`src/rtl/bcd_pkg.sv`:
```
// Shared constants, helper functions and FSM state type for the binary-to-BCD converters.
package bcd_pkg;

   typedef enum logic [1:0] {
      S_IDLE  = 2'd0,
      S_SHIFT = 2'd1,
      S_DONE  = 2'd2
   } state_t;

   // Digits needed to hold any w-bit unsigned value: smallest d with 10^d >= 2^w,
   // which equals ceil(w*log10(2)) for w >= 1.
   function automatic int unsigned bcd_digits(input int w);
      logic [63:0]  lim;
      logic [63:0]  p;
      int unsigned  d;
      lim = 64'd1 << w;
      p   = 64'd10;
      d   = 1;
      for (int i = 0; i < 20; i++) begin
         if (p < lim) begin
            p = p * 64'd10;
            d = d + 1;
         end
      end
      return d;
   endfunction

   // 10^n as a 64-bit constant; valid for n <= 19.
   function automatic logic [63:0] pow10(input int n);
      logic [63:0] r;
      r = 64'd1;
      for (int i = 0; i < n; i++) begin
         r = r * 64'd10;
      end
      return r;
   endfunction

endpackage

```
`src/rtl/bcd_add3_digit.sv`:
```
// Single BCD digit correction cell: adds 3 when the digit is 5 or more.
// Ports:
//   i_dig    digit before correction
//   o_dig_c  corrected digit (combinational)
module bcd_add3_digit (
   input  logic [3:0] i_dig,
   output logic [3:0] o_dig_c
);

   assign o_dig_c = (i_dig >= 4'd5) ? (i_dig + 4'd3) : i_dig;

endmodule

```
`src/rtl/bin2bcd_seq.sv`:
```
// Sequential double-dabble binary-to-BCD converter with valid/ready handshakes,
// overflow saturation and a leading-zero blank mask for the seven-segment path.
// Ports:
//   clk, rst_n            clock, asynchronous active-low reset
//   i_valid / o_ready     input handshake; o_ready high only while idle
//   i_data                unsigned binary value, sampled on the accept edge
//   o_valid / i_ready     result handshake; o_valid high only while done
//   o_bcd                 NUM_DIG BCD digits, digit 0 least significant
//   o_blank               bit k set when digit k is a leading zero (bit 0 never)
//   o_overflow            input >= 10^NUM_DIG, o_bcd saturated to all nines
module bin2bcd_seq
   import bcd_pkg::*;
#(
   parameter int unsigned IN_W    = 27,
   parameter int unsigned NUM_DIG = 8
) (
   input  logic                   clk,
   input  logic                   rst_n,
   input  logic                   i_valid,
   output logic                   o_ready,
   input  logic [IN_W-1:0]        i_data,
   output logic                   o_valid,
   input  logic                   i_ready,
   output logic [4*NUM_DIG-1:0]   o_bcd,
   output logic [NUM_DIG-1:0]     o_blank,
   output logic                   o_overflow
);

   localparam int unsigned NAT_DIG = bcd_digits(int'(IN_W));
   localparam int unsigned ACC_DIG = (NAT_DIG > NUM_DIG) ? NAT_DIG : NUM_DIG;
   localparam int unsigned ACC_W   = 4 * ACC_DIG;
   localparam int unsigned OUT_W   = 4 * NUM_DIG;
   localparam int unsigned CNT_W   = $clog2(IN_W + 1);
   localparam logic [63:0] OVF_LIM = pow10(int'(NUM_DIG));

   state_t                 r_state;
   state_t                 w_state_nxt;
   logic                   w_load;
   logic                   w_last;

   logic [IN_W-1:0]        r_bin;
   logic [ACC_W-1:0]       r_acc;
   logic [CNT_W-1:0]       r_cnt;
   logic                   r_ovf;

   logic                   r_ready;
   logic                   r_valid;
   logic [OUT_W-1:0]       r_bcd;
   logic [NUM_DIG-1:0]     r_blank;
   logic                   r_ovf_out;

   logic [ACC_W-1:0]       w_adj;
   logic [ACC_W+IN_W-1:0]  w_cat;
   logic [OUT_W-1:0]       w_res;
   logic [NUM_DIG-1:0]     w_blank;
   logic                   w_run;
   logic                   w_ovf;

   // Per-digit add-3 correction ahead of each shift
   for (genvar g = 0; g < int'(ACC_DIG); g++) begin : g_add3
      bcd_add3_digit u_add3 (
         .i_dig   (r_acc[4*g +: 4]),
         .o_dig_c (w_adj[4*g +: 4])
      );
   end

   // Corrected accumulator and binary register shifted left as one vector
   assign w_cat = {w_adj, r_bin} << 1;
   assign w_res = w_cat[IN_W +: OUT_W];
   assign w_ovf = (64'(i_data) >= OVF_LIM);

   // Leading-zero mask: scan from the top digit down while digits stay zero
   always_comb begin
      w_blank = '0;
      w_run   = 1'b1;
      for (int k = int'(NUM_DIG) - 1; k >= 1; k--) begin
         w_run      = w_run & (w_res[4*k +: 4] == 4'd0);
         w_blank[k] = w_run;
      end
   end

   // State register
   always_ff @(posedge clk or negedge rst_n) begin
      if (!rst_n) begin
         r_state <= S_IDLE;
      end else begin
         r_state <= w_state_nxt;
      end
   end

   // Next-state and control decode
   always_comb begin
      w_state_nxt = r_state;
      w_load      = 1'b0;
      w_last      = 1'b0;
      unique case (r_state)
         S_IDLE: begin
            if (i_valid) begin
               w_load      = 1'b1;
               w_state_nxt = S_SHIFT;
            end
         end
         S_SHIFT: begin
            if (r_cnt == CNT_W'(1)) begin
               w_last      = 1'b1;
               w_state_nxt = S_DONE;
            end
         end
         S_DONE: begin
            if (i_ready) begin
               w_state_nxt = S_IDLE;
            end
         end
         default: begin
            w_state_nxt = S_IDLE;
         end
      endcase
   end

   // Datapath and registered outputs
   always_ff @(posedge clk or negedge rst_n) begin
      if (!rst_n) begin
         r_bin     <= '0;
         r_acc     <= '0;
         r_cnt     <= '0;
         r_ovf     <= 1'b0;
         r_ready   <= 1'b1;
         r_valid   <= 1'b0;
         r_bcd     <= '0;
         r_blank   <= '0;
         r_ovf_out <= 1'b0;
      end else begin
         r_ready <= (w_state_nxt == S_IDLE);
         r_valid <= (w_state_nxt == S_DONE);
         if (w_load) begin
            r_bin <= i_data;
            r_acc <= '0;
            r_cnt <= CNT_W'(IN_W);
            r_ovf <= w_ovf;
         end else if (r_state == S_SHIFT) begin
            r_acc <= w_cat[IN_W +: ACC_W];
            r_bin <= w_cat[IN_W-1:0];
            r_cnt <= r_cnt - CNT_W'(1);
         end
         // Results are published only on the final shift edge
         if (w_last) begin
            r_bcd     <= r_ovf ? {NUM_DIG{4'h9}} : w_res;
            r_blank   <= r_ovf ? '0 : w_blank;
            r_ovf_out <= r_ovf;
         end
      end
   end

   assign o_ready    = r_ready;
   assign o_valid    = r_valid;
   assign o_bcd      = r_bcd;
   assign o_blank    = r_blank;
   assign o_overflow = r_ovf_out;

endmodule

```
`config.mk`:
```
export PLATFORM = sky130hd
export DESIGN_NAME = bin2bcd_seq
export DESIGN_NICKNAME = d
export VERILOG_FILES = /design/src/rtl/bcd_pkg.sv /design/src/rtl/bcd_add3_digit.sv /design/src/rtl/bin2bcd_seq.sv
export SDC_FILE = /design/constraint.sdc
export NUM_CORES = 1
export LEC_CHECK = 0
export CAP_MARGIN = 20
export CORE_ASPECT_RATIO = 1.5
export CORE_MARGIN = 2
export CORE_UTILIZATION = 55
export DETAILED_ROUTE_END_ITERATION = 8
export GPL_TIMING_DRIVEN = 0
export PLACE_DENSITY_LB_ADDON = 0.15
export SLEW_MARGIN = 20
export SYNTH_ARGS = -nofsm -noshare
export SYNTH_HDL_FRONTEND = slang
export SYNTH_SLANG_ARGS = --single-unit
```
`constraint.sdc`:
```
create_clock -name clk -period 2.35 [get_ports clk]
set_clock_uncertainty 0.1 [all_clocks]
set_input_delay 0.705 -clock clk [delete_from_list [all_inputs] [get_ports clk]]
set_output_delay 0.705 -clock clk [all_outputs]
set_load 0.005 [all_outputs]
```
==> flow_summary.yaml, run 1 <==
place:
  gp_congestion: 0.828
  dpl_worst_slack_ps: -225
  port-buffer-count: 72
  placement.cell_area_um2: 6070
  dp_hpwl_um: 9350
sta:
  worst_slack_ps: 17.0
  slew_headroom_pct: 53.3
  finalHoldViolations: 0
  worst_slew_pin_slew_ps: 701
  fmaxAchievable_mhz: 429
  setup-tns-final_ps: 0
  final_period_minus_worst_setup_slack_ps: 2330
  final_min_period_over_clock_period_pct: 99.3
  rsz0062_at_grt: "yes"
  final-max-slew-violation-count: 0
  report.final.setup_viol: 0
synthesis:
  synthTopCellsByArea: "sky130_fd_sc_hd__dfrtp_1 (52%), sky130_fd_sc_hd__o21ai_0 (6.9%), sky130_fd_sc_hd__nand2_1 (5.6%)"
  postSynth.topFlopCell: "sky130_fd_sc_hd__dfrtp_1"
  synth.avg_cell_area_um2: 10.1
  syn_area_um2: 5180
  yosysTopAreaCell: "sky130_fd_sc_hd__dfrtp_1"
  postSynth.asyncResetShare_pct: 100
  post_synthesis_instance_total: 514
  synth_fp_nets: 563
  number_of_warnings_issued_by_yosys: 0
  synth_edf_count: 0
  post_synth_top_area_share_pct: 52.2
  synth-seq-cells: 109
  synth_cell_types: 47
  seq_area_frac_synth_pct: 52.7
setup_path:
  setup.worst_path.start_class: "register"
  crit_required_ps: 2460
  critical_path_class: "register to register"
  worst_path_fanout_max: 10
  critPathArrivalTime_ps: 2440
  timing.critical_path.to_type: "register"
global_route:
  grt_antenna_before_repair: 0
  grt_start_max_net_pins: 77
  grt_remaining_overflow: 0
  vias_in_the_first_global_route: 4359
  grt_first_pass_wirelength_um: 21000
  grt_usage_pct: 26.5
floorplan:
  rows: 43
  die_ar_um2: 10200
  pin_count: 74
  dieWidth_um: 83.2
  die_h_um: 123
  initial_utilization_pct: 56.3
  core_area_um2: 9200
clocking:
  clk-insertion-delay-late_ps: 360
  tritoncts.num_buffers: 9
  cts_tree: "yes"
  cts_root_buf: "sky130_fd_sc_hd__clkbuf_16"
  holdBufCountCts: 0
  max-clock-path-buffers: 2
  cts.clk_slew.worst_paths_ps: 70
  cts.sink_count: 109
  htree_levels: 3
power_and_ir_drop:
  power.share.combinational_pct: 48.4
  total_leakage_power_nw: 2.82
  pwr-share-seq_pct: 35.5
  proportion_of_power_drawn_by_the_clock_network_pct: 16.1
  intPower_mw: 5.58
  switchingPower_mw: 3.76
  power.ir.vdd_worst_v: 0.000755
  swShare_pct: 40.3
  cellPowerDensity_nw_per_um2: 1440
routing:
  drtPass1Iterations: 5
  post_detailed_route_drc_marker_count: 0
  drt-wirelength-per-cell_um: 18.1
  viasPerCell: 5.97
  dr_total_vias: 4288
  drt_iter0_drc: 306
  drtAntennaViolNets: 0
  drt_wl_total_um: 13000
cells_and_area:
  n_antenna_cell: 0
  share_of_final_layout_standard_cells_stronger_than_drive_strength_1_pct: 9.57
  post-route-util_pct: 70.2
  flow.area_growth_from_synthesis_pct: 24.8
  final_area_um2: 6460
  num-nets-final: 650
  mostFrequentLayoutCells: "sky130_fd_sc_hd__dfrtp_1 (108), sky130_fd_sc_hd__nand2_1 (77), sky130_fd_sc_hd__o21ai_0 (71), sky130_fd_sc_hd__clkdlybuf4s50_1 (71), sky130_fd_sc_hd__a22oi_1 (27)"
  final_common_cell: "sky130_fd_sc_hd__dfrtp_1"
hold_path:
  worst_hold_path_type: "input port to async pin"
status:
  result_of_the_run: "finished, final reports clean"
run:
  max_cap_viol_count: 0
-- Yosys cell counts (2+ instances only) --
library cell / count
sky130_fd_sc_hd__nor3b_1: 8
sky130_fd_sc_hd__a21oi_2: 6
sky130_fd_sc_hd__dfrtp_1: 108
sky130_fd_sc_hd__a21oi_1: 20
sky130_fd_sc_hd__buf_1: 3
sky130_fd_sc_hd__a22o_1: 22
sky130_fd_sc_hd__mux2i_1: 7
sky130_fd_sc_hd__mux2_2: 2
sky130_fd_sc_hd__ha_1: 18
sky130_fd_sc_hd__nor4b_1: 2
sky130_fd_sc_hd__nor3_1: 7
sky130_fd_sc_hd__nor4b_4: 3
sky130_fd_sc_hd__o21ai_1: 2
sky130_fd_sc_hd__inv_1: 21
sky130_fd_sc_hd__o22a_1: 2
sky130_fd_sc_hd__xnor2_1: 10
sky130_fd_sc_hd__o22ai_1: 6
sky130_fd_sc_hd__nand2_1: 77
sky130_fd_sc_hd__o31ai_1: 4
sky130_fd_sc_hd__o21ai_0: 71
sky130_fd_sc_hd__nand3_1: 4
sky130_fd_sc_hd__nor2b_1: 3
sky130_fd_sc_hd__nand2b_1: 16
sky130_fd_sc_hd__nor2_1: 16
sky130_fd_sc_hd__buf_2: 2
sky130_fd_sc_hd__a22oi_1: 27
sky130_fd_sc_hd__clkbuf_1: 25
sky130_fd_sc_hd__a32o_1: 3
-- area by class of cell --
type / count / area (µm²)
fillers: 705 / 2740
clock buffers: 9 / 225
repair buffers: 76 / 772
well taps: 112 / 140
plain buffers: 31 / 126
inverters: 21 / 78.8
flip-flops and latches: 109 / 2730
multi-input cells: 353 / 2320
clock inverters: 7 / 66.3
-- routing by layer --
metal,wire length [µm],share of wire [%],GRT usage [%]
met1,5190,40,29.9
met2,6790,52,47.1
met3,531,4.1,3.77
met4,489,3.8,16.5
met5,0,0,0
-- power groups by stage --
stage	clock, mW	combinational [mW]	sequential [mW]
final	1.51	4.52	3.31
after global routing	1.60	5.01	3.41
after CTS	1.54	4.34	3.29
after detailed placement	0	4.27	3.32
after global placement	0	4.09	3.26
after floorplan	0	2.82	3.18
-- timing repair --
item / 4_1_cts / 5_1_grt
pin swaps: 2 / 5
gates resized for setup: 2 / 18
setup buffers: 1 / 2
setup endpoints to repair: 1 / 35
-- stage by stage --
stage	hold WS (ps)	std cells	power (mW)
after floorplan	309	514	6.00
after detailed placement	359	699	7.59
after global placement	353	698	7.36
after global routing	156	718	10.0
final	134	718	9.34
after CTS	144	716	9.16
-- state kept, by name, indices dropped and copies added (netlist names) --
name	cells
o_overflow	1
o_blank	7
r_acc	32
r_ovf	1
o_valid	1
r_cnt	5
r_state	2
r_bin	27
o_ready	1
o_bcd	32
-- worst max-delay path: stages (launching register included) --
cell                       delay, ps
sky130_fd_sc_hd__dfrtp_1         380
sky130_fd_sc_hd__inv_1           100
sky130_fd_sc_hd__ha_1            160
sky130_fd_sc_hd__nor4b_4         260
sky130_fd_sc_hd__nand2_1         300
sky130_fd_sc_hd__nor2_1          240
sky130_fd_sc_hd__clkbuf_1        510
sky130_fd_sc_hd__a21oi_1         150
-- cells by family after synthesis --
family | after synthesis | share of synthesized area (%)
flip-flops | 109 | 52.7
adder cells (fa/ha/maj) | 18 | 4.35
XOR/XNOR | 10 | 1.69
multiplexers | 9 | 1.79
buffers and inverters | 52 | 3.89
AND/OR/NAND/NOR | 147 | 14.8
other | 1 | 0.0724
AO/OA/AOI/OAI | 168 | 20.7
-- path summary, 6_finish.rpt --
path / start / end / slack [ps] / cells past startpoint
max: r_cnt[1]$_DFFE_PN0P_ / o_bcd[20]$_DFFE_PN0P_ / 20 / 7
min: rst_n / o_bcd[12]$_DFFE_PN0P_ / 130 / 1
max reg2reg: r_cnt[1]$_DFFE_PN0P_ / o_bcd[20]$_DFFE_PN0P_ / 20 / 7
min reg2reg: o_bcd[11]$_DFFE_PN0P_ / o_bcd[11]$_DFFE_PN0P_ / 370 / 2
max in group asynchronous: rst_n / o_ready$_DFF_PN1_ / 1300 / 2
min in group clk: o_bcd[11]$_DFFE_PN0P_ / o_bcd[11]$_DFFE_PN0P_ / 370 / 2
No activity file was read; power rests on OpenSTA's default activity.
==> inputs of run 2 (changes only) <==
--- a/config.mk
+++ b/config.mk
@@ -6,8 +6,7 @@
 export NUM_CORES = 1
 export LEC_CHECK = 0
 export CAP_MARGIN = 20
-export CORE_ASPECT_RATIO = 1.5
-export CORE_MARGIN = 2
+export CORE_MARGIN = 8
 export CORE_UTILIZATION = 55
 export DETAILED_ROUTE_END_ITERATION = 8
 export GPL_TIMING_DRIVEN = 0
==> run 2 against run 1 <==
  * Count of clock-buffer cells in the layout up 2
  * Highest routed layer unchanged
  * Critical path type is now input port to register
  * Critical path depth unchanged
  * Die area grew 25%
  * Global-route usage fell by 5.0 points
==> flow_summary.yaml, run 2 (synthesized netlist as in run 1, its figures left out) <==
routing:
  drt-wirelength-per-cell_um: 19.1
  post_detailed_route_drc_marker_count: 0
  dr_total_vias: 4291
  drtAntennaViolNets: 0
  drtPass1Iterations: 4
  drt_iter0_drc: 253
  viasPerCell: 5.99
  drt_wl_total_um: 13700
floorplan:
  die_h_um: 113
  die_ar_um2: 12800
  core_area_um2: 9200
  dieWidth_um: 113
  rows: 35
  pin_count: 74
  initial_utilization_pct: 56.3
cells_and_area:
  final_common_cell: "sky130_fd_sc_hd__dfrtp_1"
  n_antenna_cell: 0
  final_cell_count_no_fill: 716
  multi_input_area_um2: 2350
  fill_cells: 731
  flow.area_growth_from_synthesis_pct: 23.0
  mostFrequentLayoutCells: "sky130_fd_sc_hd__dfrtp_1 (107), sky130_fd_sc_hd__nand2_1 (77), sky130_fd_sc_hd__o21ai_0 (71), sky130_fd_sc_hd__clkdlybuf4s50_1 (71), sky130_fd_sc_hd__a22oi_1 (27)"
  num-nets-final: 649
  final_area_um2: 6370
  share_of_final_layout_standard_cells_stronger_than_drive_strength_1_pct: 10.4
  regArea_um2: 2730
clocking:
  cts.sink_count: 109
  cts_root_buf: "sky130_fd_sc_hd__clkbuf_8"
  max-clock-path-buffers: 2
  clk-insertion-delay-late_ps: 380
  tritoncts.num_buffers: 9
  htree_levels: 3
  cts_tree: "yes"
  holdBufCountCts: 0
  cts.clk_slew.worst_paths_ps: 100
run:
  max_cap_viol_count: 0
global_route:
  grt_usage_pct: 21.4
  vias_in_the_first_global_route: 4308
  grt_start_max_net_pins: 61
  grt_first_pass_wirelength_um: 21800
  grt_antenna_before_repair: 0
  grt_remaining_overflow: 0
place:
  dp_hpwl_um: 9590
  dpl_worst_slack_ps: -264
  dp_cells: 698
  port-buffer-count: 72
  placement.cell_area_um2: 6070
  gp_congestion: 0.819
sta:
  final-max-slew-violation-count: 0
  fmaxAchievable_mhz: 440
  final_period_minus_worst_setup_slack_ps: 2270
  finalHoldViolations: 0
  report.final.setup_viol: 0
  worst_slack_ps: 75.6
  slew_headroom_pct: 52.1
  finalHoldWorstSlack_ps: 154
  setup-tns-final_ps: 0
  final_min_period_over_clock_period_pct: 96.8
  worst_slew_pin_slew_ps: 719
setup_path:
  setup.worst_path.start_class: "input port"
  rr_startpoint: "r_acc[28]$_DFFE_PN0P_"
  crit_required_ps: 2480
  worst_path_largest_cell_delay_ps: 490
  critPathArrivalTime_ps: 2410
  timing.critical_path.from: "i_valid"
  critical_path_class: "input port to register"
  ordered_list_of_cells_on_the_worst_path: "clkdlybuf4s50_1 -> nor2_1 -> or2_2 -> clkbuf_1 -> clkbuf_1 -> o21ai_0 -> o21ai_0"
  timing.critical_path.to_type: "register"
  cp_slowest_cell: "sky130_fd_sc_hd__clkdlybuf4s50_1"
  worst_path_fanout_max: 10
status:
  result_of_the_run: "finished, final reports clean"
hold_path:
  worst_hold_path_type: "input port to async pin"
power_and_ir_drop:
  total_leakage_power_nw: 2.76
  cellPowerDensity_nw_per_um2: 1410
  power.ir.vdd_worst_v: 0.000647
==> run 2: cell count changes in the layout (fill, tap and decap cells not counted), moves of 3 or more <==
cell / change
sky130_fd_sc_hd__clkbuf_8: +10
sky130_fd_sc_hd__clkbuf_16: -9
sky130_fd_sc_hd__a21oi_2: -4
sky130_fd_sc_hd__ha_1: -3
==> run 2: path summary, 6_finish.rpt <==
path / endpoint / slack, ps / depth (start not counted)
min in group clk: o_bcd[27]$_DFFE_PN0P_ / 380 / 2
worst max register to register: o_blank[7]$_DFFE_PN0P_ / 90 / 8
worst min-delay path: o_bcd[9]$_DFFE_PN0P_ / 150 / 1
max in group asynchronous: o_ready$_DFF_PN1_ / 1300 / 2
worst max-delay path: r_acc[11]$_DFFE_PN0P_ / 80 / 7
worst min register to register: o_bcd[27]$_DFFE_PN0P_ / 380 / 2
==> run 2: through the flow <==
step           utilization [%]  power (mW)
2_1_floorplan                -        6.00
3_3_place_gp              65.7        7.35
3_5_place_dp              66.0        7.60
4_1_cts                   68.0        8.68
5_1_grt                   69.3        9.65
6_report                  69.3        9.01
==> run 2: timing repair <==
item / in CTS / in global routing
setup buffers: 0 / 2
endpoints found under the setup margin: 25 / 5
pin swaps: 1 / 8
resized for setup: 5 / 21
==> run 2: worst max-delay path: cells and delay by family <==
| family | cells | cell delay [ps] |
|---|---|---|
| AO/OA/AOI/OAI | 2 | 390 |
| buffers and inverters | 3 | 970 |
| AND/OR/NAND/NOR | 2 | 340 |
==> run 2: power by group <==
part / switching (mW) / internal, mW
clock: 0.657 / 0.418
combinational: 2.46 / 2.16
sequential: 0.648 / 2.66
total: 3.77 / 5.24
==> run 2: cell type report <==
class                      count  area share (%)
multi-input combinational    353            37.0
buffer                        31            1.98
timing repair buffer          75            12.0
clock inverter                 5           0.550
inverter                      21            1.24
clock buffer                  11            2.22
tap                          111            2.18
sequential                   109            42.9
==> run 2: layer usage <==
layer | track usage (%) | wire, µm
met5 | 0 | 0
met3 | 5.27 | 828
met1 | 27.3 | 5750
met4 | 7.46 | 239
met2 | 34.9 | 6880
